[config.mk]
export PLATFORM = sky130hd
export DESIGN_NAME = img_mem_writer
export DESIGN_NICKNAME = d
export VERILOG_FILES = /design/src/rtl/img_mem_writer.sv
export SDC_FILE = /design/constraint.sdc
export NUM_CORES = 1
export LEC_CHECK = 0
export ABC_AREA = 0
export ABC_CLOCK_PERIOD_IN_PS = 3400
export CORE_UTILIZATION = 30
export DETAILED_ROUTE_END_ITERATION = 7
export SYNTH_ARGS = -nofsm -noshare
export SYNTH_HDL_FRONTEND = slang
export SYNTH_SLANG_ARGS = --single-unit
[constraint.sdc]
create_clock -name clk -period 3.4 [get_ports clk]
set_input_delay 0.51 -clock clk [delete_from_list [all_inputs] [get_ports clk]]
set_output_delay 0.51 -clock clk [all_outputs]
set_load 0.02 [all_outputs]
[src/rtl/img_mem_writer.sv]
// HPS register slave that queues pixel writes and runs linear fills
// into the image memory write port read by the VGA display.
module img_mem_writer #(
   parameter int ADDR_W     = 16,
   parameter int PIX_W      = 4,
   parameter int FIFO_DEPTH = 8
) (
   input  logic              clk,
   input  logic              reset_n,
   input  logic              chipselect,
   input  logic              write,
   input  logic              read,
   input  logic [3:0]        address,
   input  logic [7:0]        writedata,
   output logic [7:0]        readdata,
   input  logic              mem_ready,
   output logic              mem_we,
   output logic [ADDR_W-1:0] mem_addr,
   output logic [PIX_W-1:0]  mem_din
);

   localparam int PW = $clog2(FIFO_DEPTH);
   localparam int CW = PW + 1;
   localparam int EW = ADDR_W + PIX_W;

   localparam logic [1:0] S_IDLE  = 2'd0;
   localparam logic [1:0] S_DRAIN = 2'd1;
   localparam logic [1:0] S_FILL  = 2'd2;

   logic [1:0]        state_q, state_d;
   logic [ADDR_W-1:0] addr_stage_q, addr_stage_d;
   logic [15:0]       fill_len_q, fill_len_d;
   logic              autoinc_q, autoinc_d;
   logic              ovf_q, ovf_d;
   logic              ferr_q, ferr_d;
   logic [ADDR_W-1:0] fill_addr_q, fill_addr_d;
   logic [15:0]       fill_rem_q, fill_rem_d;
   logic [PIX_W-1:0]  fill_val_q, fill_val_d;
   logic [PW-1:0]     wr_ptr_q, wr_ptr_d;
   logic [PW-1:0]     rd_ptr_q, rd_ptr_d;
   logic [CW-1:0]     cnt_q, cnt_d;
   logic [EW-1:0]     fifo_q [FIFO_DEPTH];
   logic [7:0]        rdata_q, rdata_d;
   logic              mem_we_q, mem_we_d;
   logic [ADDR_W-1:0] mem_addr_q, mem_addr_d;
   logic [PIX_W-1:0]  mem_din_q, mem_din_d;

   logic wr_en, rd_en;
   logic wr_alo, wr_ahi, wr_pix, wr_llo, wr_lhi;
   logic wr_go, wr_ctrl, wr_clr;
   logic fifo_empty, fifo_full, fill_busy;
   logic push_ok, fifo_pop, fill_issue;
   logic [EW-1:0] head;
   logic [7:0] status;

   assign wr_en   = chipselect & write;
   assign rd_en   = chipselect & read;
   assign wr_alo  = wr_en && (address == 4'd0);
   assign wr_ahi  = wr_en && (address == 4'd1);
   assign wr_pix  = wr_en && (address == 4'd2);
   assign wr_llo  = wr_en && (address == 4'd3);
   assign wr_lhi  = wr_en && (address == 4'd4);
   assign wr_go   = wr_en && (address == 4'd5);
   assign wr_ctrl = wr_en && (address == 4'd6);
   assign wr_clr  = wr_en && (address == 4'd7);

   assign fifo_empty = (cnt_q == '0);
   assign fifo_full  = (cnt_q == CW'(FIFO_DEPTH));
   assign fill_busy  = (state_q != S_IDLE);

   // Fill owns the port while running; FIFO issues in IDLE and DRAIN
   assign fill_issue = mem_ready && (state_q == S_FILL);
   assign fifo_pop   = mem_ready && (state_q != S_FILL) && !fifo_empty;
   assign push_ok    = wr_pix && !fifo_full;
   assign head       = fifo_q[rd_ptr_q];

   assign status = {3'b000, ferr_q, ovf_q, fill_busy,
                    fifo_full, fifo_empty};

   always_comb begin
      addr_stage_d = addr_stage_q;
      fill_len_d   = fill_len_q;
      autoinc_d    = autoinc_q;
      if (wr_alo) addr_stage_d[7:0]  = writedata;
      if (wr_ahi) addr_stage_d[15:8] = writedata;
      if (wr_pix && autoinc_q) addr_stage_d = addr_stage_q + 1'b1;
      if (wr_llo) fill_len_d[7:0]  = writedata;
      if (wr_lhi) fill_len_d[15:8] = writedata;
      if (wr_ctrl) autoinc_d = writedata[0];
   end

   always_comb begin
      ovf_d  = ovf_q;
      ferr_d = ferr_q;
      if (wr_clr && writedata[3]) ovf_d  = 1'b0;
      if (wr_clr && writedata[4]) ferr_d = 1'b0;
      if (wr_pix && fifo_full) ovf_d = 1'b1;
      if (wr_go && fill_busy) ferr_d = 1'b1;
   end

   always_comb begin
      wr_ptr_d = wr_ptr_q;
      rd_ptr_d = rd_ptr_q;
      cnt_d    = cnt_q;
      if (push_ok) wr_ptr_d = wr_ptr_q + 1'b1;
      if (fifo_pop) rd_ptr_d = rd_ptr_q + 1'b1;
      unique case ({push_ok, fifo_pop})
         2'b10:   cnt_d = cnt_q + 1'b1;
         2'b01:   cnt_d = cnt_q - 1'b1;
         default: cnt_d = cnt_q;
      endcase
   end

   always_comb begin
      state_d     = state_q;
      fill_addr_d = fill_addr_q;
      fill_rem_d  = fill_rem_q;
      fill_val_d  = fill_val_q;
      unique case (state_q)
         S_IDLE: begin
            if (wr_go && (fill_len_q != '0)) begin
               state_d     = S_DRAIN;
               fill_addr_d = addr_stage_q;
               fill_rem_d  = fill_len_q;
               fill_val_d  = writedata[PIX_W-1:0];
            end
         end
         S_DRAIN: begin
            if (fifo_empty && !mem_we_q) state_d = S_FILL;
         end
         S_FILL: begin
            if (fill_issue) begin
               fill_addr_d = fill_addr_q + 1'b1;
               fill_rem_d  = fill_rem_q - 1'b1;
               if (fill_rem_q == 16'd1) state_d = S_IDLE;
            end
         end
         default: state_d = S_IDLE;
      endcase
   end

   always_comb begin
      mem_we_d   = 1'b0;
      mem_addr_d = mem_addr_q;
      mem_din_d  = mem_din_q;
      unique case (1'b1)
         fill_issue: begin
            mem_we_d   = 1'b1;
            mem_addr_d = fill_addr_q;
            mem_din_d  = fill_val_q;
         end
         fifo_pop: begin
            mem_we_d   = 1'b1;
            mem_addr_d = head[EW-1:PIX_W];
            mem_din_d  = head[PIX_W-1:0];
         end
         default: ;
      endcase
   end

   always_comb begin
      rdata_d = rdata_q;
      if (rd_en) begin
         unique case (address)
            4'd0:    rdata_d = status;
            4'd1:    rdata_d = {{(8-CW){1'b0}}, cnt_q};
            4'd6:    rdata_d = {7'b0, autoinc_q};
            default: rdata_d = 8'h00;
         endcase
      end
   end

   always_ff @(posedge clk or negedge reset_n) begin
      if (!reset_n) begin
         for (int i = 0; i < FIFO_DEPTH; i++) fifo_q[i] <= '0;
      end else if (push_ok) begin
         fifo_q[wr_ptr_q] <= {addr_stage_q, writedata[PIX_W-1:0]};
      end
   end

   always_ff @(posedge clk or negedge reset_n) begin
      if (!reset_n) begin
         state_q      <= S_IDLE;
         addr_stage_q <= '0;
         fill_len_q   <= '0;
         autoinc_q    <= 1'b0;
         ovf_q        <= 1'b0;
         ferr_q       <= 1'b0;
         fill_addr_q  <= '0;
         fill_rem_q   <= '0;
         fill_val_q   <= '0;
         wr_ptr_q     <= '0;
         rd_ptr_q     <= '0;
         cnt_q        <= '0;
         rdata_q      <= '0;
         mem_we_q     <= 1'b0;
         mem_addr_q   <= '0;
         mem_din_q    <= '0;
      end else begin
         state_q      <= state_d;
         addr_stage_q <= addr_stage_d;
         fill_len_q   <= fill_len_d;
         autoinc_q    <= autoinc_d;
         ovf_q        <= ovf_d;
         ferr_q       <= ferr_d;
         fill_addr_q  <= fill_addr_d;
         fill_rem_q   <= fill_rem_d;
         fill_val_q   <= fill_val_d;
         wr_ptr_q     <= wr_ptr_d;
         rd_ptr_q     <= rd_ptr_d;
         cnt_q        <= cnt_d;
         rdata_q      <= rdata_d;
         mem_we_q     <= mem_we_d;
         mem_addr_q   <= mem_addr_d;
         mem_din_q    <= mem_din_d;
      end
   end

   assign readdata = rdata_q;
   assign mem_we   = mem_we_q;
   assign mem_addr = mem_addr_q;
   assign mem_din  = mem_din_q;

endmodule

==> summary.md <==
| Metric | Value |
|---|---|
| Gr usage total | 0.150 |
| Worst Setup End Kind | register |
| Peak supply drop | 0.409 mV |
| Synthesized cell area | 12900 sq um |
| Critical Path AT | 3.06 ns |
| Slew Limit Headroom | 0.452 |
| Drt total wl | 32200 um |
| Fin crit period | 2.63 ns |
| Psw | 0.00356 W |
| Startpoint types | input port |
| Clk pwr share | 0.312 |
| Reg2reg setup slack | 0.96 ns |
| Post-synth top flop | dfrtp_1 |
| Top-area cell type share of the netlist area | 0.523 |
| Detail Route Antenna Nets | 0 |
| WL per Instance | 19.5 um |
| Clock Path Buffers | 3 |
| Total grt overflow | 0 |
| Reg2reg end | cnt_q[2]$_DFFE_PN0P_ |
| Layout cells sized above 1 | 0.296 |
| Hold-critical path endpoint | readdata[2]$_DFFE_PN0P_ |
| Setup Fix Bufs, Post-CTS | 0 |
| Asr flop ratio synth | 1.00 |
| CTS tree | done |
| Slew @ Worst Pin | 0.819 ns |
| DRC violations left | 0 |
| Post-layout nets | 1115 |
| DP Worst Slack | 0.205 ns |
| Dominant cells by area after synthesis | dfrtp_1, mux2_2, mux4_2, a21oi_1, nand2_1 |
| Design area | 15000 sq um |
| Root buf cell | clkbuf_16 |
| Maximum clock rate | 0.381 GHz |
| Core Footprint | 42100 sq um |
| Synth cell types | 64 |
| Area delta synth->final | 16.4% |
| CTS resizes | 0 |
| Via Count | 8677 |
| Worst Hold Class | register to register |
| Hold buffer count at cts | 1 |
| Reg power frac | 0.443 |
| Leak | 6.70 nW |
| Post-synth EDFFs | 0 |
| Max_cap viols | 0 |
| CTS buffer count | 30 |
| Worst-path clk slew | 0.06 ns |
| Worst Skew | 0.00978 ns |
| GPL Wtd Cong | 0.857 |
| CTS sink cnt | 269 |
| IO buf count | 43 |
| Number of global-route vias before repair | 8756 |
| R2R Path Start | cnt_q[1]$_DFFE_PN0P_ |
| RSZ-0062 raised after global routing | no |
| DR pass1 iterations | 5 |
| Final Setup Violations | 0 |
| Avg Inst Size Synth | 12.2 sq um |
| Setup TNS | 0 ns |
| CTS H-Tree Depth | 1 |
| # IOs | 47 |
| Hold Path Depth | 2 |
| P_int | 0.00707 W |
| Max-slew violations | 0 |
| Initial DRC Count | 583 |
| Starting Density | 0.305 |
| Setup CP Type | input port to register |
| Worst Path Max Fanout | 9 |
| Fin. Hold Viols | 0 |
| Post-synthesis sequential area ratio | 0.523 |
| Clock Latency Late Sink | 0.56 ns |
| CP required | 3.83 ns |
| Placed cell area | 13900 sq um |
| #FFs+latches synth | 269 |
| Logic pwr share | 0.245 |
| Post-route setup slack | 0.773 ns |
| Via density | 5.26 |
| Hold Crit Start | readdata[2]$_DFFE_PN0P_ |
| Initial antenna violation count | 0 |
| Core Rows | 75 |
| Mapped Cells | 1054 |
| Die Area | 43700 sq um |
| Final antenna diode count | 0 |
| Area leader, netlist | dfrtp_1 |
| Final period util | 0.773 |
| Die Wd | 209 um |
| Worst reg2reg path depth | 10 |
| YS warnings | 0 |
| HPWL after DPL | 21600 um |
| First-pass GRT wire length | 51600 um |
| Run status | finished, final reports clean |
| Pwr dens | 710 nW/um^2 |
| Largest net degree at the start of global routing | 99 |
| Switch share | 0.335 |
| Die outline height | 209 um |
==> worst max-delay path by stage <==
stage                    startpoint                    to  slack [ns]  cells past startpoint
2_1_floorplan  cnt_q[1]$_DFFE_PN0P_  cnt_q[2]$_DFFE_PN0P_        0.85                     11
3_3_place_gp             address[3]  cnt_q[2]$_DFFE_PN0P_        0.21                     12
3_5_place_dp             address[3]  cnt_q[2]$_DFFE_PN0P_        0.20                     12
4_1_cts                  address[3]  cnt_q[2]$_DFFE_PN0P_        0.79                     12
5_1_grt                  address[3]  cnt_q[2]$_DFFE_PN0P_        0.59                     12
6_report                 address[3]  cnt_q[2]$_DFFE_PN0P_        0.77                     12
==> synthesized netlist by cell type (16+ instances only) <==
cell type    n
o21ai_0     30
nand3_1     21
dfrtp_1    269
mux4_2      40
nand2_1     89
clkbuf_1    52
buf_2       22
nor3_1      16
o22ai_1     35
mux2i_1     26
nor2_1      50
mux2_2     177
a21oi_1     72
==> layer usage <==
metal / track usage / part of all wire / vias to the layer above
met5: 0 / 0 / -
met4: 0.0441 / 0.028 / 0
met3: 0.0209 / 0.042 / 60
met2: 0.250 / 0.49 / 201
met1: 0.203 / 0.44 / 4477
li1: - / - / 3939
==> power groups by stage <==
stage          combinational, W  sequential (W)  clock, W
2_1_floorplan           0.00193         0.00439         0
3_3_place_gp            0.00259         0.00474         0
3_5_place_dp            0.00262         0.00476         0
4_1_cts                 0.00263         0.00471   0.00340
5_1_grt                 0.00286         0.00481   0.00352
6_report                0.00260         0.00471   0.00332
==> critical path, stage by stage <==
cell and delay [ns]:
clkdlybuf4s50_1 0.48, and4bb_2 0.38, nand2_1 0.12, a21oi_4 0.25, inv_2 0.14, ha_1 0.30
xor2_1 0.17, ha_1 0.18, a21oi_1 0.15, xor2_1 0.18, nor2_1 0.06, xor2_1 0.14
==> state kept, by name, summed over array words and instances (netlist names) <==
register,cells
state_q,2
rd_ptr_q,3
autoinc_q,1
readdata,5
mem_we,1
fifo_q,160
cnt_q,4
fill_addr_q,16
addr_stage_q,16
mem_addr,16
mem_din,4
fill_len_q,16
ferr_q,1
ovf_q,1
fill_val_q,4
wr_ptr_q,3
fill_rem_q,16
==> per-stage QoR <==
stage / hold slack, ns / util / power (W) / cells
final: 0.480 / 0.355 / 0.0106 / 1651
after floorplan: 0.214 / - / 0.00633 / 1056
after global routing: 0.508 / 0.355 / 0.0112 / 1651
after global placement: 0.468 / 0.331 / 0.00732 / 1594
after CTS: 0.485 / 0.355 / 0.0107 / 1651
after detailed placement: 0.470 / 0.331 / 0.00738 / 1594
==> cells by family after synthesis <==
kind of cell | after synthesis | synth area share
flops | 269 | 0.523
compound gates | 184 | 0.0870
xor+xnor | 10 | 0.00681
other cells | 1 | 0.000291
simple gates | 243 | 0.0937
mux | 246 | 0.248
buf+inv | 92 | 0.0325
fa+ha+maj | 9 | 0.00875
==> final cells by class <==
| type | instances | area (sq um) |
|---|---|---|
| clock inverters | 13 | 150 |
| inverters | 5 | 18.8 |
| multi-input cells | 695 | 5730 |
| repair buffers | 87 | 793 |
| clock buffers | 43 | 871 |
| fillers | 4049 | 27200 |
| flip-flops and latches | 269 | 6730 |
| well taps | 539 | 674 |
==> cells in the final DEF (no fill, tap or decap), drive strengths merged, types with 4 or more instances in the layout <==
cell           count
and3               6
nand3b             4
ha                 9
mux2i             26
a21o               4
or3                5
nand3             21
mux4              40
nand4              7
buf               44
clkdlybuf4s50     42
nor2              50
clkinv             8
clkbuf            43
nand2             89
o211ai             4
a211oi             7
xor2               5
o22ai             35
a21oi             73
nor2b              6
nor4              13
nor3              17
dfrtp            269
o31ai              5
o21ai             30
nand2b             8
a31oi              5
inv                6
and4               4
mux2             180
xnor2              5
(Power assumes the default switching activity.)
